<file path="config.mk">
export PLATFORM = sky130hd
export DESIGN_NAME = regfile_commit_sequencer_flat
export DESIGN_NICKNAME = d
export VERILOG_FILES = /design/src/rtl/regfile_commit_sequencer_if.sv /design/src/rtl/regfile_commit_sequencer.sv /design/src/flat_wrapper.sv
export SDC_FILE = /design/constraint.sdc
export NUM_CORES = 1
export LEC_CHECK = 0
export BUFFER_PORTS_ARGS = -buffer_cell sky130_fd_sc_hd__buf_2
export CORE_MARGIN = 1
export CORE_UTILIZATION = 30
export DETAILED_ROUTE_END_ITERATION = 10
export PLACE_DENSITY = 0.43
export SYNTH_ARGS = -nofsm -noshare
export SYNTH_HDL_FRONTEND = slang
export SYNTH_SLANG_ARGS = --single-unit
</file>
<file path="constraint.sdc">
create_clock -name in_clk -period 4.6 [get_ports in_clk]
set_input_delay 0.92 -clock in_clk [delete_from_list [all_inputs] [get_ports in_clk]]
set_output_delay 0.92 -clock in_clk [all_outputs]
set_load 0.005 [all_outputs]
</file>
<file path="src/rtl/regfile_commit_sequencer_if.sv">
// Retire bus from the ROB and commit bus to the register file.
// slave = sequencer side, master = ROB/regfile side.
interface regfile_commit_sequencer_if #(
  parameter int GPR_IDX_W = 5,
  parameter int GPR_W     = 64,
  parameter int ROB_IDX_W = 4
);
  // ROB retire handshake
  logic                 in_rob_retire_valid;
  logic                 out_rob_retire_ready;
  logic [GPR_IDX_W-1:0] in_rob_reg_index;
  logic [GPR_W-1:0]     in_rob_value;
  logic [ROB_IDX_W-1:0] in_rob_rob_index;
  logic                 in_rob_set_nzcv;
  logic [3:0]           in_rob_nzcv;
  // register file commit port
  logic                 out_reg_should_commit;
  logic [GPR_IDX_W-1:0] out_reg_reg_index;
  logic [GPR_W-1:0]     out_reg_commit_value;
  logic [ROB_IDX_W-1:0] out_reg_commit_rob_index;
  logic                 out_reg_set_nzcv;
  logic [3:0]           out_reg_nzcv;

  modport slave (
    input  in_rob_retire_valid, in_rob_reg_index, in_rob_value,
           in_rob_rob_index, in_rob_set_nzcv, in_rob_nzcv,
    output out_rob_retire_ready,
    output out_reg_should_commit, out_reg_reg_index, out_reg_commit_value,
           out_reg_commit_rob_index, out_reg_set_nzcv, out_reg_nzcv
  );

  modport master (
    output in_rob_retire_valid, in_rob_reg_index, in_rob_value,
           in_rob_rob_index, in_rob_set_nzcv, in_rob_nzcv,
    input  out_rob_retire_ready,
    input  out_reg_should_commit, out_reg_reg_index, out_reg_commit_value,
           out_reg_commit_rob_index, out_reg_set_nzcv, out_reg_nzcv
  );
endinterface

</file>
<file path="src/rtl/regfile_commit_sequencer.sv">
// Buffers in-order ROB retires in a small FIFO and drives the register file's
// single commit port, one commit per cycle. The head is held while decode
// renames the same destination; a flush drops everything buffered.
module regfile_commit_sequencer #(
  parameter int DEPTH     = 4,
  parameter int GPR_IDX_W = 5,
  parameter int GPR_W     = 64,
  parameter int ROB_IDX_W = 4,
  parameter int XZR_IDX   = 31
) (
  input  logic                       in_clk,
  input  logic                       in_rst,
  regfile_commit_sequencer_if.slave  bus,
  input  logic                       in_d_done,
  input  logic [GPR_IDX_W-1:0]       in_d_dst,
  input  logic                       in_flush,
  output logic [$clog2(DEPTH):0]     out_count,
  output logic                       out_empty,
  output logic [15:0]                out_hazard_stalls
);
  localparam int PW = $clog2(DEPTH);
  localparam int CW = PW + 1;
  localparam logic [CW-1:0]        FULL_C = CW'(DEPTH);
  localparam logic [GPR_IDX_W-1:0] XZR_C  = GPR_IDX_W'(XZR_IDX);

  typedef struct packed {
    logic [GPR_IDX_W-1:0] reg_index;
    logic [GPR_W-1:0]     value;
    logic [ROB_IDX_W-1:0] rob_index;
    logic                 set_nzcv;
    logic [3:0]           nzcv;
  } entry_t;

  entry_t          mem [DEPTH];
  entry_t          head_e, in_e;
  logic [PW-1:0]   head, tail;
  logic [CW-1:0]   count;
  logic            ready, push, pop, hazard, silent;

  // registered commit port
  logic                 c_strobe, c_set_nzcv;
  logic [GPR_IDX_W-1:0] c_reg_index;
  logic [GPR_W-1:0]     c_value;
  logic [ROB_IDX_W-1:0] c_rob_index;
  logic [3:0]           c_nzcv;

  assign in_e = '{reg_index: bus.in_rob_reg_index, value: bus.in_rob_value,
                  rob_index: bus.in_rob_rob_index, set_nzcv: bus.in_rob_set_nzcv,
                  nzcv: bus.in_rob_nzcv};
  assign head_e = mem[head];

  // Head entry is stale when empty; pop qualifies with count so that is harmless.
  assign hazard = in_d_done && (in_d_dst == head_e.reg_index) && (head_e.reg_index != XZR_C);
  // Ready looks only at current occupancy, so a full FIFO refuses even if it pops.
  assign ready  = !in_rst && (count < FULL_C);
  assign push   = bus.in_rob_retire_valid && ready && !in_flush;
  assign pop    = (count != '0) && !hazard && !in_flush;
  // Zero-register writes without flags retire with no visible effect.
  assign silent = (head_e.reg_index == XZR_C) && !head_e.set_nzcv;

  // Entry storage; no reset needed since count gates every read.
  always_ff @(posedge in_clk) begin
    if (push) mem[tail] <= in_e;
  end

  // Pointers and occupancy; reset and flush both empty the FIFO.
  always_ff @(posedge in_clk) begin
    if (in_rst || in_flush) begin
      head  <= '0;
      tail  <= '0;
      count <= '0;
    end else begin
      if (push) tail <= tail + 1'b1;
      if (pop)  head <= head + 1'b1;
      case ({push, pop})
        2'b10:   count <= count + 1'b1;
        2'b01:   count <= count - 1'b1;
        default: count <= count;
      endcase
    end
  end

  // Commit port: strobes are single-cycle, data holds between commits.
  always_ff @(posedge in_clk) begin
    if (in_rst) begin
      c_strobe    <= 1'b0;
      c_set_nzcv  <= 1'b0;
      c_reg_index <= '0;
      c_value     <= '0;
      c_rob_index <= '0;
      c_nzcv      <= '0;
    end else if (pop) begin
      c_strobe    <= !silent;
      c_set_nzcv  <= head_e.set_nzcv;
      c_reg_index <= head_e.reg_index;
      c_value     <= head_e.value;
      c_rob_index <= head_e.rob_index;
      c_nzcv      <= head_e.nzcv;
    end else begin
      c_strobe    <= 1'b0;
      c_set_nzcv  <= 1'b0;
    end
  end

  // Saturating count of cycles the head was held by a rename hazard.
  always_ff @(posedge in_clk) begin
    if (in_rst)
      out_hazard_stalls <= '0;
    else if ((count != '0) && hazard && !in_flush && (out_hazard_stalls != 16'hFFFF))
      out_hazard_stalls <= out_hazard_stalls + 16'd1;
  end

  assign bus.out_rob_retire_ready     = ready;
  assign bus.out_reg_should_commit    = c_strobe;
  assign bus.out_reg_set_nzcv         = c_set_nzcv;
  assign bus.out_reg_reg_index        = c_reg_index;
  assign bus.out_reg_commit_value     = c_value;
  assign bus.out_reg_commit_rob_index = c_rob_index;
  assign bus.out_reg_nzcv             = c_nzcv;
  assign out_count = count;
  assign out_empty = (count == '0);
endmodule
</file>
<file path="src/flat_wrapper.sv">
// flat-port wrapper written by rule: the top's interface ports become plain ports
module regfile_commit_sequencer_flat 
#(
  parameter int DEPTH     = 4,
  parameter int GPR_IDX_W = 5,
  parameter int GPR_W     = 64,
  parameter int ROB_IDX_W = 4,
  parameter int XZR_IDX   = 31
)
  (in_clk, in_rst, in_d_done, in_d_dst, in_flush, out_count, out_empty, out_hazard_stalls, bus_in_rob_retire_valid, bus_in_rob_reg_index, bus_in_rob_value, bus_in_rob_rob_index, bus_in_rob_set_nzcv, bus_in_rob_nzcv, bus_out_rob_retire_ready, bus_out_reg_should_commit, bus_out_reg_reg_index, bus_out_reg_commit_value, bus_out_reg_commit_rob_index, bus_out_reg_set_nzcv, bus_out_reg_nzcv);
  regfile_commit_sequencer_if #(.GPR_IDX_W(GPR_IDX_W), .GPR_W(GPR_W), .ROB_IDX_W(ROB_IDX_W)) bus_i ();
  input  logic in_clk;
  input  logic in_rst;
  input  logic in_d_done;
  input  logic [GPR_IDX_W-1:0] in_d_dst;
  input  logic in_flush;
  output logic [$clog2(DEPTH):0] out_count;
  output logic out_empty;
  output logic [15:0] out_hazard_stalls;
  input wire logic [$bits(bus_i.in_rob_retire_valid)-1:0] bus_in_rob_retire_valid;
  input wire logic [$bits(bus_i.in_rob_reg_index)-1:0] bus_in_rob_reg_index;
  input wire logic [$bits(bus_i.in_rob_value)-1:0] bus_in_rob_value;
  input wire logic [$bits(bus_i.in_rob_rob_index)-1:0] bus_in_rob_rob_index;
  input wire logic [$bits(bus_i.in_rob_set_nzcv)-1:0] bus_in_rob_set_nzcv;
  input wire logic [$bits(bus_i.in_rob_nzcv)-1:0] bus_in_rob_nzcv;
  output wire logic [$bits(bus_i.out_rob_retire_ready)-1:0] bus_out_rob_retire_ready;
  output wire logic [$bits(bus_i.out_reg_should_commit)-1:0] bus_out_reg_should_commit;
  output wire logic [$bits(bus_i.out_reg_reg_index)-1:0] bus_out_reg_reg_index;
  output wire logic [$bits(bus_i.out_reg_commit_value)-1:0] bus_out_reg_commit_value;
  output wire logic [$bits(bus_i.out_reg_commit_rob_index)-1:0] bus_out_reg_commit_rob_index;
  output wire logic [$bits(bus_i.out_reg_set_nzcv)-1:0] bus_out_reg_set_nzcv;
  output wire logic [$bits(bus_i.out_reg_nzcv)-1:0] bus_out_reg_nzcv;
  assign bus_i.in_rob_retire_valid = bus_in_rob_retire_valid;
  assign bus_i.in_rob_reg_index = bus_in_rob_reg_index;
  assign bus_i.in_rob_value = bus_in_rob_value;
  assign bus_i.in_rob_rob_index = bus_in_rob_rob_index;
  assign bus_i.in_rob_set_nzcv = bus_in_rob_set_nzcv;
  assign bus_i.in_rob_nzcv = bus_in_rob_nzcv;
  assign bus_out_rob_retire_ready = bus_i.out_rob_retire_ready;
  assign bus_out_reg_should_commit = bus_i.out_reg_should_commit;
  assign bus_out_reg_reg_index = bus_i.out_reg_reg_index;
  assign bus_out_reg_commit_value = bus_i.out_reg_commit_value;
  assign bus_out_reg_commit_rob_index = bus_i.out_reg_commit_rob_index;
  assign bus_out_reg_set_nzcv = bus_i.out_reg_set_nzcv;
  assign bus_out_reg_nzcv = bus_i.out_reg_nzcv;
  regfile_commit_sequencer #(.DEPTH(DEPTH), .GPR_IDX_W(GPR_IDX_W), .GPR_W(GPR_W), .ROB_IDX_W(ROB_IDX_W), .XZR_IDX(XZR_IDX)) u_core (.in_clk(in_clk), .in_rst(in_rst), .bus(bus_i), .in_d_done(in_d_done), .in_d_dst(in_d_dst), .in_flush(in_flush), .out_count(out_count), .out_empty(out_empty), .out_hazard_stalls(out_hazard_stalls));
endmodule
</file>
==> results.yml <==
run_status:
  outcome: "completed"
sta:
  tns_ns: 0
  final_hold_viol_count: 0
  maxSlewHeadroom: 0.445
  rsz0062_at_grt: "false"
  max_freq_mhz: 297
  finalMaxSlewViolations: 0
  period_needed_ns: 3.37
  final-setup-viol-count: 0
  tightest_slew_ns: 0.833
  period_share: 0.733
  finClkSkew_ns: 0.0214
floorplan:
  die_h_um: 229
  start_util: 0.306
  core_area_um2: 50400
  die_area_um2: 52300
  die_x_um: 229
  io_pins: 188
  rows: 82
grt:
  grt_pass1_vias: 8355
  grtUsageTotal: 0.136
  grt_remaining_overflow: 0
  antenna_found_initial: 4
  met2_usage: 0.220
  grt_pass1_wl_um: 53200
  grt-busiest-layer: "met2"
  gr-usage-met1: 0.177
  grt.met3_usage: 0.0344
  grt_max_degree: 81
critical_path:
  path_class: "flop to flop"
  path_max_fanout: 28
  worst_path_most_repeated_cell: "inv_1"
  cp-end-kind: "flop"
  worstPathRequired_ns: 5.10
  startpoint_type: "flop"
  crit_chain: "mux4_2 > xnor2_1 > nand2_1 > o31ai_4 > inv_1 > ha_1 > inv_1 > fa_1 > xor2_1 > or3_1 > a21oi_1"
  slowest_delay_ns: 0.75
  arrival_ns: 3.87
  critPathSlowestCell: "dfxtp_4"
yosys:
  synth_ff_type: "edfxtp_1"
  ys_top_cells_by_count: "edfxtp_1, nor2_1, dfxtp_1"
  syn-num-nets: 928
  synth_seq_area_share: 0.743
  synth_cell_types: 38
  synthDominantCellAreaShare: 0.608
  syn_inst: 833
  ys_ff_latch: 416
  synth.area.top_cells: "edfxtp_1, dfxtp_1, mux4_2, mux2i_1, nor2_1"
  yosysTopAreaCell: "edfxtp_1"
  synthArstFlopShare: 0
  synth_most_common_cell: "edfxtp_1"
  avgSynthCellArea_um2: 18.5
  synth-edff-count: 312
  ys_warn_count: 0
  syn_area_um2: 15400
layout:
  layout-drive-gt1-share: 0.349
  finalNetCount: 1139
  antenna_cells: 0
  area_growth_syn_to_layout_pct: 21.4
  fin_util: 0.371
pwr:
  pwr_density_cell_nw_per_um2: 421
  finalPower_uw: 7870
  ir_worst_vdd_mv: 0.300
  p_leak_uw: 0.00699
placement:
  numPortBuffers: 187
  hpwl_um: 20200
  gp_congestion: 0.742
clock_tree:
  h-tree-depth: 2
  cts_root_buf: "clkbuf_16"
  clk_pin_slew_ns: 0.06
  cts_buffer_depth: 3
  cts_hold_buf: 0
  insertion_delay_ns: 0.58
  cts_setup_buffers: 0
  cts_tree: "done"
  clock-sinks: 416
  ctsResizeCount: 0
  cts_made_buffers: 46
routing:
  drc: 0
  wl_per_cell_um: 19.9
  initialDrtViolationCount: 445
  via_count: 7920
  vias_per_cell: 4.52
  antenna_left: 0
  drt-total-wl_um: 34900
  drt-pass1-iter-count: 4
job:
  maxCapViolations: 0
min_path:
  min_path_type: "flop to flop"
  min-delay-start: "u_core.bus.out_reg_commit_value[39]"
-- cells by family after synthesis --
logic type / after synthesis / synth area share
AO/OA/AOI/OAI: 15 / 0.00658
XOR/XNOR: 13 / 0.00885
adder cells (fa/ha/maj): 7 / 0.00617
buffers and inverters: 50 / 0.0146
flip-flops: 416 / 0.743
multiplexers: 165 / 0.171
AND/OR/NAND/NOR: 167 / 0.0494
-- stage by stage --
stage | hold WS, ns | cells | setup WS, ns | area (um2)
finish | 0.490 | 1754 | 1.23 | 18700
global route | 0.518 | 1754 | 0.894 | 18700
CTS | 0.495 | 1754 | 1.14 | 18700
detailed placement | 0.481 | 1668 | 1.17 | 17200
global placement | 0.469 | 1668 | 1.16 | 17200
floorplan | 0.485 | 833 | 0.709 | 15400
-- critical path: cells and delay by family, from the launching register on --
family / cells / cell delay, ns
adder cells (fa/ha/maj): 2 / 0.40
XOR/XNOR: 2 / 0.33
AO/OA/AOI/OAI: 2 / 0.49
flip-flops: 1 / 0.75
multiplexers: 1 / 0.64
buffers and inverters: 2 / 0.15
AND/OR/NAND/NOR: 2 / 0.53
-- final cells by class --
| class | instances | area [um2] |
|---|---|---|
| fillers | 4720 | 31700 |
| flip-flops and latches | 416 | 11500 |
| multi-input cells | 367 | 3760 |
| clock buffers | 63 | 1280 |
| repair buffers | 204 | 1130 |
| well taps | 672 | 841 |
| clock inverters | 23 | 196 |
| inverters | 9 | 33.8 |
-- path summary, 6_finish.rpt --
kind                                              end  slack [ns]  cells past startpoint
setup / recovery                  u_core.out_count[2]        1.23                     11
hold / removal    u_core.bus.out_reg_commit_value[39]        0.49                      2
setup reg to reg                  u_core.out_count[2]        1.23                     11
hold reg to reg   u_core.bus.out_reg_commit_value[39]        0.49                      2
-- power breakdown --
group	switching [uW]	internal [uW]	total [uW]
clock	1490	2080	3570
sequential	13.8	4070	4090
combinational	124	87.0	211
total	1630	6240	7870
-- registers in the layout, summed over array words and instances, names as in the netlist, 2 cells and up, named ones only --
register	count
u_core.mem	312
u_core.bus.out_reg_commit_value	64
u_core.out_hazard_stalls	16
u_core.bus.out_reg_reg_index	5
u_core.bus.out_reg_commit_rob_index	4
u_core.bus.out_reg_nzcv	4
u_core.out_count	3
u_core.head	2
u_core.tail	2
-- metal layers --
layer	wire length (um)	up-vias	share of wire
li1	-	3668	-
met1	15700	4005	0.45
met2	16400	177	0.47
met3	1860	62	0.053
met4	823	8	0.024
met5	46	-	0.0013
-- cell usage in the layout, fill, tap and decap left out, types with 4 or more instances in the layout --
cell and count:
nand3_1 5, inv_1 9, nand4_1 7, dfxtp_1 102, nand2_1 10, buf_12 5, nor2b_1 10, edfxtp_1 312
buf_4 13, clkbuf_1 10, buf_2 186, mux4_2 78, xor2_1 5, xnor2_1 5, nor4_1 6, mux2_2 9
a21oi_1 5, clkbuf_16 46, clkinv_2 11, and2_4 4, and4_1 4, clkbuf_8 7, nor3_1 4, nor2_1 107
mux2i_1 78, ha_1 6
No activity file was read; power rests on OpenSTA's default activity.
